[src/rtl/sha256_padder.sv]
// SHA-256 message padder: turns one registered message of up to 512 bits into one or two
// padded 512-bit blocks (message, single '1' bit, zero fill, 64-bit bit-length field).
module sha256_padder #(
    parameter int unsigned MSG_NIBBLES = 128
) (
    input  logic                        clk,
    input  logic                        rst,
    input  logic [MSG_NIBBLES-1:0][3:0] mess,
    input  logic [31:0]                 size,
    input  logic                        in_valid,
    output logic                        in_ready,
    output logic [511:0]                out_block,
    output logic                        out_valid,
    input  logic                        out_ready,
    output logic                        out_last,
    output logic                        len_err
);

    typedef enum logic [1:0] {
        StIdle,
        StBlk0,
        StBlk1
    } state_e;

    state_e                        r_state;
    state_e                        w_state_next;
    logic [MSG_NIBBLES-1:0][3:0]   r_mess;
    logic [31:0]                   r_size;
    logic                          r_len_err;

    logic                          w_accept;
    logic                          w_legal;
    logic                          w_two;
    logic [8:0]                    w_pad_idx;
    logic [511:0]                  w_blk0;
    logic [511:0]                  w_blk1;

    assign w_accept  = in_valid && in_ready;
    assign w_legal   = (size <= 32'd512) && (size[1:0] == 2'b00);
    // Legal sizes are multiples of 4, so anything above 444 needs a second block.
    assign w_two     = (r_size > 32'd444);
    assign w_pad_idx = 9'd511 - r_size[8:0];
    assign len_err   = r_len_err;

    always_ff @(posedge clk) begin
        if (rst) begin
            r_state   <= StIdle;
            r_len_err <= 1'b0;
            r_mess    <= '0;
            r_size    <= '0;
        end else begin
            r_state   <= w_state_next;
            r_len_err <= w_accept && !w_legal;
            if (w_accept && w_legal) begin
                r_mess <= mess;
                r_size <= size;
            end
        end
    end

    always_comb begin
        w_blk0 = '0;
        for (int unsigned i = 0; i < MSG_NIBBLES; i++) begin
            if (i < (r_size >> 2)) begin
                w_blk0[511 - 4*i -: 4] = r_mess[i];
            end
        end
        if (r_size < 32'd512) begin
            w_blk0[w_pad_idx] = 1'b1;
        end
        if (!w_two) begin
            w_blk0[63:0] = {32'd0, r_size};
        end
    end

    assign w_blk1 = {(r_size == 32'd512), 447'd0, 32'd0, r_size};

    always_comb begin
        w_state_next = r_state;
        in_ready     = 1'b0;
        out_valid    = 1'b0;
        out_last     = 1'b0;
        out_block    = '0;
        unique case (r_state)
            StIdle: begin
                in_ready = 1'b1;
                if (in_valid && w_legal) begin
                    w_state_next = StBlk0;
                end
            end
            StBlk0: begin
                out_valid = 1'b1;
                out_block = w_blk0;
                out_last  = !w_two;
                if (out_ready) begin
                    w_state_next = w_two ? StBlk1 : StIdle;
                end
            end
            StBlk1: begin
                out_valid = 1'b1;
                out_block = w_blk1;
                out_last  = 1'b1;
                if (out_ready) begin
                    w_state_next = StIdle;
                end
            end
            default: w_state_next = StIdle;
        endcase
    end

endmodule
[config.mk]
export PLATFORM = sky130hd
export DESIGN_NAME = sha256_padder
export DESIGN_NICKNAME = d
export VERILOG_FILES = /design/src/rtl/sha256_padder.sv
export SDC_FILE = /design/constraint.sdc
export NUM_CORES = 2
export LEC_CHECK = 0
export CAP_MARGIN = 15
export CORE_AREA = 2 2 410 412
export CTS_BUF_LIST = sky130_fd_sc_hd__clkbuf_4 sky130_fd_sc_hd__clkbuf_8
export DETAILED_ROUTE_END_ITERATION = 6
export DIE_AREA = 0 0 412 414
export MAX_ROUTING_LAYER = met4
export SETUP_SLACK_MARGIN = 0.15
export SYNTH_ARGS = -nofsm -noshare
export SYNTH_HDL_FRONTEND = slang
export SYNTH_SLANG_ARGS = --single-unit
[constraint.sdc]
create_clock -name clk -period 8.9 [get_ports clk]
set_input_delay 1.78 -clock clk [delete_from_list [all_inputs] [get_ports clk]]
set_output_delay 1.78 -clock clk [all_outputs]
set_load 0.01 [all_outputs]
After elaboration in Yosys (flattened, before gate mapping)
Index checks and enable logic that the tools add are counted.
- register bits: 547
- bits in latches: 0
- bits in writable memories: 0
- bits in read-only memories: 0
- bits of input ports: 548
- output and inout port bits: 516
- word-level logic and storage cells: 425
- memories: 0
- $add $sub $neg: 1
- multipliers: 0
- div/mod/pow operators: 0
- $lt $le $gt $ge: 133
- equality and inequality tests: 6
- shift operators: 0
- mux-type cells: 141
- bitwise logic cells: 1
- reduce and logical (&&, ||, !) cells: 12
- operators by type and width (kind ; count):
    $lt A7 B30 Y1 const A ; 64
    $pmux W512 S2 ; 1
    $lt A6 B30 Y1 const A ; 32
    $mux W4 ; 128
    $mux W512 ; 1
    $or A512 B512 Y512 ; 1
    $lt A5 B30 Y1 const A ; 16
    $lt A4 B30 Y1 const A ; 8
    $lt A3 B30 Y1 const A ; 4
    $mux W64 ; 1
    $lt A1 B30 Y1 const A ; 2
    $lt A2 B30 Y1 const A ; 2
    $eq A32 B10 Y1 const B ; 1
    $gt A32 B9 Y1 const B ; 1
    $le A32 B10 Y1 const B ; 1
    $lt A32 B10 Y1 const B ; 1
    $lt A9 B10 Y1 const B ; 1
    $demux W1 S9 ; 1
    $ge A9 B1 Y1 const B ; 1
    $sub A9 B9 Y9 const A ; 1
    $mux W2 ; 4
    $logic_and A1 B1 Y1 ; 6
    $ne A2 B2 Y1 const B ; 3
    $pmux W2 S3 ; 1
    8 further kinds ; 12

Logic depth before layout (Yosys ltp)
- depth after elaboration: 9
- depth in mapped cells: 9
- mapped depth without buffers: 7

Worst setup path before layout
Ideal clock, no wire load.
- path type: reg2out
- start: register r_size[10]
- end: output port out_block[7]
- arrival: 2.504 ns
- data required time: 7.120 ns
- slack: 4.616 ns
- stages on the path, launching flop included: 9
- buffers on the path: 3
- path through: dfxtp_1 > or4_4 > or4_4 > buf_6 > buf_6 > nor3_2 > buf_2 > a22oi_1 > o21ai_0
- longest elaborated chain between the ends: 6
- elaborated cells on any way between the ends: 8
- those cells by class: order compare (3); mux (4); bitwise (1)
- RTL lines (item ; RTL line ; RTL):
    start, declared ; 28 ; logic [31:0] r_size;
    start signal, assigned ; 56 ; r_size <= size;
    $lt A7 B30 Y1 ; 64 ; if (i < (r_size >> 2)) begin
    $mux W4 ; 64 ;
    $or A512 B512 Y512 (no line) ; - ;
    $mux W512 ; 68 ; if (r_size < 32'd512) begin
    $mux W64 * ; 71 ; if (!w_two) begin
    $pmux W512 S2 * ; 84 ; unique case (r_state)
    end, declared ; 12 ; output logic [511:0] out_block,
Mark *: on every way between the ends. The rest lies on a longest branch, timed or not.

Worst setup path in the final report
- start: register r_size[31]
- end: output port out_block[167]
- longest elaborated chain between the ends: 5
- elaborated cells on any way between the ends: 6
- those cells by class: order compare (2); mux (3); bitwise (1)
- RTL lines (item ; RTL line):
    $lt A7 B30 Y1 ; 64
    $mux W4 ; 64
    $or A512 B512 Y512 (no line) ; -
    $mux W512 * ; 68
    $pmux W512 S2 * ; 84
Marked as above.

==> impl_metrics.env <==
export IMPL_clock_fmax_mhz=143
export IMPL_endpoint_kind="output pin"
export IMPL_cts_htree_levels=3
export IMPL_clock_latency_ns=0.89
export IMPL_wirelength_mm=248
export IMPL_p_leak_nw=13.3
export IMPL_grt_max_degree=192
export IMPL_holdPathStages=2
export IMPL_groute_usage_overall_pct=28.5
export IMPL_grt_pass1_vias=33900
export IMPL_dp_cells=6835
export IMPL_hold_violations=0
export IMPL_worstHoldEndpoint="r_mess[419]"
export IMPL_synth_most_common_cell="nand2_1"
export IMPL_fin_ws_ns=1.91
export IMPL_ctsHoldBuffers=0
export IMPL_finish_utilization_pct=26.0
export IMPL_rsz0062_at_grt="false"
export IMPL_max_vdd_ir_drop_v=0.000102
export IMPL_arrival_ns=5.21
export IMPL_ant_nets=0
export IMPL_stdcell_area_sq_um=43300
export IMPL_netlist_area_sq_um=27400
export IMPL_path_class="register to output pin"
export IMPL_yosys_area_top_type="dfxtp_1"
export IMPL_async_flop_share_pct=0
export IMPL_syn_inst=3789
export IMPL_die_area_sq_um=171000
export IMPL_pwr_share_clk_pct=52.4
export IMPL_io_buffers=1063
export IMPL_power_density_nw_per_um2=134
export IMPL_power_mw=5.80
export IMPL_setup_viol=0
export IMPL_cts_buffers=110
export IMPL_status="complete, no violations"
export IMPL_combPwrFrac_pct=5.4
export IMPL_critPathRequiredTime_ns=7.12
export IMPL_pre_cts_ws_ns=2.73
export IMPL_die_w_um=412
export IMPL_worst_path_max_fanout=43
export IMPL_vias=35600
export IMPL_netSwitchingPower_mw=1.43
export IMPL_antenna_found_initial=58
export IMPL_synth_top_area_share_pct=40.0
export IMPL_synth_edf_count=0
export IMPL_r2r_slack_ns=5.31
export IMPL_synth_nets=4340
export IMPL_netSwitchingFraction_pct=24.7
export IMPL_startpoint_type="register"
export IMPL_drive_above_1_share_pct=8.90
export IMPL_fin_nets=5296
export IMPL_detail_route_wl_per_cell_um=35.0
export IMPL_maxCapViolCount=0
export IMPL_hold_start="r_mess[419]"
export IMPL_stdcell_count=7076
export IMPL_r2r_end="r_mess[357]"
export IMPL_finalMaxSlewViolations=0
export IMPL_place_area_sq_um=40700
export IMPL_drc=0
export IMPL_drt_iter0_drc=3933
export IMPL_rows=150
export IMPL_synth_avg_cell_area_sq_um=7.22
export IMPL_synth_distinct_cells=63
export IMPL_worst_slew_pin_slew_ns=1.36
export IMPL_cts_buffer_depth=3
export IMPL_path_cells="or4_1 -> or4_4 -> nor2_4 -> buf_12 -> nand2_1 -> a2bb2o_1 -> clkdlybuf4s50_1"
export IMPL_boundaryPins=1064
export IMPL_ys_top_cells_by_area="dfxtp_1 (40%), nand2_1 (17%), a21oi_1 (12%)"
export IMPL_grt_pass1_wl_mm=320
export IMPL_post_cts_setup_buffers=0
export IMPL_worst_r2r_path_depth=8
export IMPL_fill_cells=18400
export IMPL_cts_sinks=547
export IMPL_ys_flop_type="dfxtp_1"
export IMPL_routed_via_density=5.04
export IMPL_die_h_um=414
export IMPL_slew_headroom_pct=9.64
export IMPL_grt_overflow=0
export IMPL_fin_hold_ws_ns=0.452
export IMPL_clk_root_buffer_cell="clkbuf_8"
export IMPL_yosysSeqAreaShare_pct=40.0
export IMPL_slowest_delay_ns=0.83
export IMPL_gp_congestion=0.970
export IMPL_ys_seq_elements=547
export IMPL_fin_crit_sh_pct=78.6
export IMPL_fin_setup_tns_ns=0
export IMPL_cts_repair_resized=0
export IMPL_area_growth_pct=58.3
export IMPL_synthTopCellsByCount="nand2_1 (1,213), a21oi_1 (629), dfxtp_1 (547)"
export IMPL_ys_warn_count=0
export IMPL_initial_core_util_pct=16.5
export IMPL_coreArea_sq_um=166000
export IMPL_skew_ns=0.0510
export IMPL_holdCritPathClass="register to register"
export IMPL_reg2reg_from="r_state[0]"
export IMPL_clkTransAtPathRegs_ns=0.06
export IMPL_post_route_min_period_ns=6.99
export IMPL_slowest_stage="or4_4"
export IMPL_power_internal_mw=4.36
export IMPL_drt_pass1_iterations=6
export IMPL_dp_hpwl_mm=188
export IMPL_share_seq_of_total_power_pct=42.3
export IMPL_cts_tree="built"
power groups by stage:
stage                     clock (mW)  combinational, mW  sequential (mW)
after CTS                       3.10              0.311             2.45
after global placement             0              0.309             2.50
after detailed placement           0              0.308             2.50
final                           3.04              0.312             2.45
after floorplan                    0             0.0364             2.50
after global routing            3.20              0.325             2.45
cell usage in the layout (no fill, tap or decap), types with 10 or more instances in the layout:
master,synthesis,routed
a21oi_1,629,629
a22o_1,70,70
a22oi_1,119,119
a32o_1,201,201
a32oi_1,29,29
and2_1,34,33
and3_1,11,11
buf_4,5,118
clkbuf_4,0,35
clkbuf_8,0,142
clkdlybuf4s50_1,0,1062
clkinv_2,0,12
dfxtp_1,547,541
diode_2,0,38
nand2_1,1213,1211
nand2b_1,13,12
nand3_1,53,52
nor2_1,209,180
nor2_2,1,22
nor3_2,14,17
nor3_4,8,15
o211ai_1,12,12
o21ai_0,135,133
o21ai_1,9,10
or4_1,11,11
kinds of logic (layout without fill, tap and decap cells):
kind of cell / count (synthesis) / in the layout / share of synthesized area, %
mux: 2 / 2 / 0.0732
simple gates: 1632 / 1632 / 24.7
fa+ha+maj: 3 / 3 / 0.137
other cells: 0 / 38 / 0
flops: 547 / 547 / 40.0
buf+inv: 354 / 1399 / 5.40
compound gates: 1251 / 1251 / 29.7
how the worst max path moves through the flow:
stage | endpoint | cells after the start | slack [ns] | from
floorplan | out_block[7] | 8 | 4.62 | r_size[10]
global placement | out_block[340] | 7 | 2.55 | r_state[0]
detailed placement | out_block[227] | 6 | 2.73 | r_size[31]
CTS | out_block[227] | 6 | 1.75 | r_size[31]
global route | out_block[7] | 9 | 1.74 | r_size[31]
finish | out_block[167] | 7 | 1.91 | r_size[31]
flip-flops by register name (all words and copies together) (netlist names):
signal and flops:
r_state 2, r_size 32, len_err 1, r_mess 512
critical path: cells and delay by family (launching register included):
family	cells	cell delay, ns
buffers and inverters	2	1.13
flip-flops	1	0.32
AO/OA/AOI/OAI	1	0.41
AND/OR/NAND/NOR	4	2.39
routing by layer:
metal	up-vias	GRT usage, %	wire [um]
li1	15300	-	-
met1	17900	34.2	100000
met2	2058	45.1	115000
met3	431	7.04	20100
met4	0	12.3	12500
met5	-	-	0
area by class of cell:
class                      count  area (sq um)  area share [%]
multi-input combinational   2888         15200            35.1
timing repair buffer        1195         11800            27.2
sequential                   547         11000            25.3
tap                         2204          2760            6.37
clock buffer                 176          2210            5.10
clock inverter                25           292           0.673
antenna                       38          95.1           0.220
inverter                       3          11.3          0.0260
Power figures use the tool's default switching activity.
